--- config.mk ---
export PLATFORM = sky130hd
export DESIGN_NAME = limn2600_mem_master
export DESIGN_NICKNAME = d
export VERILOG_FILES = /design/src/rtl/limn2600_mem_master.sv
export SDC_FILE = /design/constraint.sdc
export NUM_CORES = 1
export LEC_CHECK = 0
export CAP_MARGIN = 20
export CELL_PAD_IN_SITES_DETAIL_PLACEMENT = 1
export CELL_PAD_IN_SITES_GLOBAL_PLACEMENT = 1
export CORE_MARGIN = 1.5
export CORE_UTILIZATION = 35
export CTS_CLUSTER_SIZE = 16
export DETAILED_ROUTE_END_ITERATION = 8
export PLACE_DENSITY_LB_ADDON = 0.12
export REMOVE_ABC_BUFFERS = 1
export SYNTH_ARGS = -nofsm -noshare
export SYNTH_HDL_FRONTEND = slang
export SYNTH_SLANG_ARGS = --single-unit
--- constraint.sdc ---
create_clock -name clk -period 3.5 [get_ports clk]
set_input_delay 0.7 -clock clk [delete_from_list [all_inputs] [get_ports clk]]
set_output_delay 0.7 -clock clk [all_outputs]
set_load 0.01 [all_outputs]
--- src/rtl/limn2600_mem_master.sv ---
// Limn2600 load/store bus initiator: turns core requests into single-cycle SRAM strobes,
// handles byte/halfword lanes and performs read-modify-write for sub-word stores.
module limn2600_mem_master #(
   parameter int TIMEOUT = 15
) (
   input  logic        clk,
   input  logic        rst,
   input  logic        req_valid,
   output logic        req_ready,
   input  logic        req_we,
   input  logic [1:0]  req_size,
   input  logic [31:0] req_addr,
   input  logic [31:0] req_wdata,
   output logic        rsp_valid,
   output logic [31:0] rsp_rdata,
   output logic        rsp_err,
   output logic        mem_cs,
   output logic        mem_we,
   output logic [31:0] mem_addr,
   output logic [31:0] mem_wdata,
   input  logic        mem_rdy,
   input  logic [31:0] mem_rdata
);

   localparam int CNT_W = $clog2(TIMEOUT + 1);

   localparam logic [2:0] S_IDLE  = 3'd0;
   localparam logic [2:0] S_RD    = 3'd1;
   localparam logic [2:0] S_RWAIT = 3'd2;
   localparam logic [2:0] S_WR    = 3'd3;
   localparam logic [2:0] S_WWAIT = 3'd4;
   localparam logic [2:0] S_RESP  = 3'd5;

   logic [2:0]       state;
   logic [CNT_W-1:0] wait_cnt;
   logic             we_q;
   logic [1:0]       size_q;
   logic [1:0]       lane_q;
   logic [15:0]      wdata_q;

   logic             illegal;
   logic             timed_out;
   logic [31:0]      load_data;
   logic [31:0]      merged;

   assign req_ready = (state == S_IDLE) && rst;

   always_comb begin
      illegal = 1'b0;
      case (req_size)
         2'b01:   illegal = req_addr[0];
         2'b10:   illegal = |req_addr[1:0];
         2'b11:   illegal = 1'b1;
         default: illegal = 1'b0;
      endcase
   end

   // The wait cycle being evaluated is the TIMEOUT-th one without rdy.
   assign timed_out = !mem_rdy && (wait_cnt == CNT_W'(TIMEOUT - 1));

   always_comb begin
      load_data = mem_rdata;
      case (size_q)
         2'b00:   load_data = (mem_rdata >> {lane_q, 3'b000}) & 32'h0000_00FF;
         2'b01:   load_data = lane_q[1] ? {16'd0, mem_rdata[31:16]} : {16'd0, mem_rdata[15:0]};
         default: load_data = mem_rdata;
      endcase
   end

   always_comb begin
      merged = mem_rdata;
      if (size_q == 2'b00)
         merged[{lane_q, 3'b000} +: 8] = wdata_q[7:0];
      else
         merged[{lane_q[1], 4'b0000} +: 16] = wdata_q;
   end

   // NOTE: reset is synchronous, so it is tested inside the clocked block rather than in the
   // sensitivity list, and all state uses non-blocking assignments so every register sees
   // the pre-edge values of the others.
   always_ff @(posedge clk) begin
      if (!rst) begin
         state     <= S_IDLE;
         wait_cnt  <= '0;
         we_q      <= 1'b0;
         size_q    <= 2'b00;
         lane_q    <= 2'b00;
         wdata_q   <= '0;
         mem_cs    <= 1'b0;
         mem_we    <= 1'b0;
         mem_addr  <= '0;
         mem_wdata <= '0;
         rsp_valid <= 1'b0;
         rsp_err   <= 1'b0;
         rsp_rdata <= '0;
      end else begin
         // Strobes default low so cs and rsp_valid can only ever be one-cycle pulses.
         mem_cs    <= 1'b0;
         rsp_valid <= 1'b0;
         case (state)
            S_IDLE: begin
               if (req_valid) begin
                  we_q      <= req_we;
                  size_q    <= req_size;
                  lane_q    <= req_addr[1:0];
                  wdata_q   <= req_wdata[15:0];
                  mem_addr  <= {req_addr[31:2], 2'b00};
                  rsp_err   <= 1'b0;
                  rsp_rdata <= '0;
                  if (illegal) begin
                     state     <= S_RESP;
                     rsp_valid <= 1'b1;
                     rsp_err   <= 1'b1;
                  end else if (req_we && req_size == 2'b10) begin
                     state     <= S_WR;
                     mem_cs    <= 1'b1;
                     mem_we    <= 1'b1;
                     mem_wdata <= req_wdata;
                  end else begin
                     state  <= S_RD;
                     mem_cs <= 1'b1;
                     mem_we <= 1'b0;
                  end
               end
            end
            S_RD: begin
               state    <= S_RWAIT;
               wait_cnt <= '0;
            end
            S_RWAIT: begin
               if (mem_rdy) begin
                  if (we_q) begin
                     state     <= S_WR;
                     mem_cs    <= 1'b1;
                     mem_we    <= 1'b1;
                     mem_wdata <= merged;
                  end else begin
                     state     <= S_RESP;
                     rsp_valid <= 1'b1;
                     rsp_rdata <= load_data;
                  end
               end else if (timed_out) begin
                  state     <= S_RESP;
                  rsp_valid <= 1'b1;
                  rsp_err   <= 1'b1;
                  rsp_rdata <= '0;
               end else begin
                  wait_cnt <= wait_cnt + 1'b1;
               end
            end
            S_WR: begin
               state    <= S_WWAIT;
               wait_cnt <= '0;
            end
            S_WWAIT: begin
               if (mem_rdy) begin
                  state     <= S_RESP;
                  rsp_valid <= 1'b1;
               end else if (timed_out) begin
                  state     <= S_RESP;
                  rsp_valid <= 1'b1;
                  rsp_err   <= 1'b1;
               end else begin
                  wait_cnt <= wait_cnt + 1'b1;
               end
            end
            S_RESP:  state <= S_IDLE;
            default: state <= S_IDLE;
         endcase
      end
   end

endmodule

# Yosys cells after proc, flatten, opt, wreduce, memory -nomap -nowiden
# Index checks and enable logic that the tools add are counted.
# word_totals
register_bits	126
latch_bits	0
mem_bits_rw	0
romBits	0
in_bits	103
memories	0
# classes
n_addsub	3
n_mul	0
div	0
order_cmp	0
eq_ne	19
shifts	5
muxes	50
n_bitwise	0
n_reduce_logical	18
# ops
operator	n
two-way mux 32 bit	10
case mux 32 bit (2 select lines)	3
bitwise mux 32 bit	2
variable shift 16 x 7 -> 32 bit, first input constant	1
variable shift 8 x 7 -> 32 bit, first input constant	1
indexed part select 16 x 7 -> 32 bit	1
indexed part select 8 x 7 -> 32 bit	1
>> shifter 32 x 5 -> 8 bit	1
two-way mux 1 bit	18
two-way mux 3 bit	6
two-way mux 16 bit	1
case mux 3 bit (5 select lines)	1
negator 5 -> 7 bit	2
!= test 2 bit, second input constant	6
two-way mux 4 bit	2
case mux 4 bit (2 select lines)	1
AND reduction 4 bit	2
== test 3 x 2 -> 1 bit, second input constant	2
!= test 3 bit, second input constant	2
case mux 1 bit (2 select lines)	3
case mux 1 bit (3 select lines)	2
AND reduction 6 bit	1
nonzero test 2 bit	3
OR reduction 2 bit	3
15 further kinds	20

# Longest topological paths before layout
# depth
depth_word	7
ltp_mapped	10

# Worst setup path after synthesis
# OpenSTA, ideal clock, no wires.
# synth_path
kind	flip-flop to flip-flop
from	reg lane_q[1]
to	reg mem_wdata[4]
arrival_ps	2384
setup_slack_ps	1058
path_stages_with_launch	11
path_buffers	4
synth_period_minus_slack_ps	2442
cell_sequence	dfxtp_1 -> buf_2 -> buf_2 -> inv_1 -> clkbuf_1 -> ha_1 -> nor4bb_1 -> clkbuf_1 -> a221oi_1 -> a211oi_1 -> o221a_2
# synth_between
elab_chain_len	7
elab_cells_between_ends	12
# synth_rtl
element	line_no	text
start: declaration	38	logic [1:0] lane_q;
start signal: assignment	105	lane_q <= req_addr[1:0];
negator 5 -> 7 bit (on tied branches)	75, 73	
indexed part select 16 x 7 -> 32 bit (tied with other cells)	75	merged[{lane_q[1], 4'b0000} +: 16] = wdata_q;
bitwise mux 32 bit (on tied branches)	75, 73	
two-way mux 32 bit *	72	if (size_q == 2'b00)
two-way mux 32 bit *	132	if (we_q) begin
two-way mux 32 bit *	131	if (mem_rdy) begin
case mux 32 bit (2 select lines) *	100	case (state)
end signal: assignment	118	mem_wdata <= req_wdata;
end signal: assignment	136	mem_wdata <= merged;
end: declaration	20	output logic [31:0] mem_wdata,
# Every way passes the cells marked *; elsewhere a longest branch is shown, timed or not. The select of a mux whose other input is x is not followed.
# A chain may end at the register's enable or synchronous reset.

# Worst setup path in the final report
# layout_path
from	reg state[2]
to	out req_ready
# layout_between
elab_chain_len	2
# layout_rtl
element	line_no	text
start: declaration	34	logic [2:0] state;
start signal: assignment	83	state <= S_IDLE;
start signal: assignment	111	state <= S_RESP;
start signal: assignment	115	state <= S_WR;
zero test 3 bit	46	assign req_ready = (state == S_IDLE) && rst;
logical AND 1 bit	46	
end: declaration	9	output logic req_ready,
# Every way passes these cells.

==> metrics.csv <==
metric;value;unit
CP delay by family, top;simple AND/OR/NAND/NOR gates;
failing checks;DRC;
number of synthesized flops with an enable pin;0;
clock root buffer master;clkbuf_16;
Initial Util;0.3582;
Final #Nets;1009;
Final Power;4.687;mW
fin cells;1141;
Seq/Total Area, Yosys;0.3893;
DRC Markers;13;
Boundary Pins;204;
pwr dens;508.6;mW/mm^2
vias in the first global route;6937;
worst reg-to-reg setup slack;0.75;ns
Core Region;0.01809;mm^2
H-tree depth;4;
Buffers & Inverters on Critical Path;1;
TNS Setup;0;ns
slowest stage delay, CP;0.54;ns
DRT antenna net count;0;
post-cts hold buffer count;0;
Leak Pwr;3.198;nW
Crit path depth;4;
count of different cell masters after synthesis;59;
Die Area;0.01934;mm^2
crit path kind;reg2out;
final hold slack;0.4664;ns
Setup Skew;0.009552;ns
cells along the critical path;nor2_1, nand2_1, nor2_1, clkdlybuf4s50_1;
critical path's slowest cell;clkdlybuf4s50_1;
top_reg_cell synth;dfxtp_1;
# Post-CTS Setup Buffers;0;
Clock power frac;0.370;
Peak Freq;351.4;MHz
Cell Area, Placed;0.008648;mm^2
Cell Rows;49;
die width;139.1;um
Worst Path Required;2.80;ns
gr ovfl total;0;
Critical Path Sink Type;output pin;
CTS buffer count;17;
# placed instances;1109;
Hold Fails Final Rpt;0;
DR vias;6559;
worst min path class;reg2reg;
synthesized area per cell;8.887;um^2
CTS Buffer Depth;2;
DRT iter0 DRCs;335;
flop and latch count out of synthesis;126;
Ys Warns;0;
Worst-Skew Late Latency;0.43;ns
CP Launch Point;state[2];
period utilization;0.8132;
hpwl dp;17440;um
Initial DRT Pass Iterations;7;
die height;139.1;um
Crit Path Max Fanout;13;
Combinational Power Share;0.274;
Crit path top cell by count;nor2_1;
area delta synth->final;42.24;%
RD Place Congestion;0.8637;
Vias per Instance;5.748;
I/O Buffers;201;
CTS tree;yes;
fraction of layout cells with a size suffix above 1;0.1031;
outcome;finished, violations left;
Syn Inst Count;729;
Tmin final;2.846;ns
Final Cell Area;0.009215;mm^2
DR WL/cell;21.57;um
initial antenna violation count;0;
Final Setup Violations;0;
post-cts resize count;0;
mapped cell area;0.006479;mm^2
switch share;0.3282;
startpoint class of the critical path;flip-flop;
clock-pin slew on the worst setup and hold paths;0.06;ns
Final Max Slew Viols;0;
RSZ-0062 raised after global routing;false;
Relative slew margins;0.3952;
total track usage;0.2529;
first-pass GRT wire length;38710;um
reg2reg end;mem_wdata[7];
Worst R2R Start;lane_q[1];
total wire length;24610;um
Sequential Power Share;0.356;
clock sinks;126;
WP data arrival;2.15;ns
max_cap viols;0;
Max VDD drop;0.3740;mV
Pint;3.148;mW
Tightest Pin Transition;0.8946;ns
CP endpoint;req_ready;
largest net degree at the start of global routing;89;
P_sw;1.538;mW
Async SR Flop Fraction;0;
R2R depth;7;
number of diodes;0;
-- routing by layer --
layer,vias to the layer above,global-route usage,part of all wire
li1,3075,-,-
met5,-,0,0
met3,36,0.07286,0.081
met2,245,0.4345,0.49
met1,3203,0.2991,0.41
met4,0,0.09462,0.023
-- synthesized netlist by cell type, types with 3 or more instances --
master | number | area [um^2]
buf_2 | 21 | 105.1
nand2b_1 | 6 | 37.54
nand2_1 | 144 | 540.5
o221a_2 | 31 | 349.1
a221oi_1 | 32 | 280.3
nor2_1 | 9 | 33.78
nor3_1 | 4 | 20.02
a222oi_1 | 4 | 40.04
o2bb2ai_1 | 11 | 96.34
a21oi_1 | 41 | 205.2
a21boi_0 | 51 | 382.9
a22oi_1 | 8 | 60.06
xnor2_1 | 3 | 26.28
inv_1 | 11 | 41.29
nor2b_1 | 8 | 50.05
nand3_1 | 3 | 15.01
o21ai_0 | 10 | 50.05
buf_4 | 3 | 22.52
nor4bb_1 | 3 | 30.03
buf_1 | 3 | 11.26
ha_1 | 7 | 87.58
dfxtp_1 | 126 | 2522
a22o_1 | 27 | 236.5
a211oi_1 | 34 | 255.2
or3_1 | 6 | 37.54
buf_6 | 4 | 45.04
clkbuf_1 | 40 | 150.1
and2_1 | 3 | 18.77
mux2i_1 | 39 | 390.4
-- area by class of cell --
type	count	area, um^2
repair buffers	222	2202
flip-flops and latches	126	2524
multi-input cells	521	3595
well taps	229	286.5
clock buffers	20	446.7
clock inverters	12	120.1
fillers	2026	8871
inverters	11	41.29
-- state kept, by name, indices dropped and copies added (netlist names) --
name / cells
we_q: 1
rsp_valid: 1
lane_q: 2
mem_addr: 30
wdata_q: 16
rsp_err: 1
mem_we: 1
size_q: 2
mem_cs: 1
mem_wdata: 32
state: 3
rsp_rdata: 32
wait_cnt: 4
-- power by group through the flow --
stage | sequential (mW) | clock (mW) | combinational, mW
detailed placement | 1.69 | 0 | 1.28
global placement | 1.69 | 0 | 1.23
floorplan | 1.70 | 0 | 0.624
finish | 1.67 | 1.73 | 1.29
CTS | 1.67 | 1.76 | 1.29
global route | 1.68 | 1.82 | 1.40
-- placed cells by master (no fill, tap or decap), drive strengths merged, types with 3 or more instances in the layout --
master and instances:
nor4bb 3, a21oi 41, o221a 32, o21ai 10
nand3 3, clkinv 6, a222oi 4, dfxtp 126
nor2 9, nand2 144, clkbuf 20, o2bb2ai 11
nand2b 7, a221oi 32, a22o 27, inv 11
and2 3, or3 6, a21boi 51, clkdlybuf4s50 200
mux2i 39, nor2b 8, xnor2 3, or2 3
clkinvlp 4, a211oi 34, nor3 4, a22oi 8
ha 7, buf 22
-- tightest hold or removal path, cell delays in order, from the launching register on --
cell and delay, ns:
dfxtp_1 0.31, nand2_1 0.05, a21boi_0 0.06
-- stage by stage --
stage,util,setup slack (ns)
finish,0.5095,0.6539
global route,0.5095,0.5444
CTS,0.5095,0.6543
detailed placement,0.4782,0.6094
global placement,0.4782,0.7219
floorplan,-,-0.4154
-- how the worst min path moves through the flow --
stage          depth (start not counted)         start            to  slack [ns]
2_1_floorplan                          2   wdata_q[10]   wdata_q[10]        0.46
3_3_place_gp                           2  mem_addr[15]  mem_addr[15]        0.45
3_5_place_dp                           1  rsp_rdata[8]  rsp_rdata[8]        0.46
4_1_cts                                1  rsp_rdata[8]  rsp_rdata[8]        0.47
5_1_grt                                1  rsp_rdata[8]  rsp_rdata[8]        0.48
6_report                               2   mem_addr[5]   mem_addr[5]        0.47
-- cell families (layout without fill, tap and decap cells) --
kind of cell | count (synthesis) | after routing | share of synthesized area
DFF | 126 | 126 | 0.3893
buffers and inverters | 83 | 265 | 0.05871
muxes | 39 | 39 | 0.06025
adders and majority gates | 7 | 7 | 0.01352
and+or+nand+nor | 202 | 202 | 0.1433
xor gates and xnor gates | 3 | 3 | 0.004056
other | 1 | 2 | 0.0005788
AOI/OAI and AO/OA | 268 | 268 | 0.3302
Power figures use the tool's default switching activity.
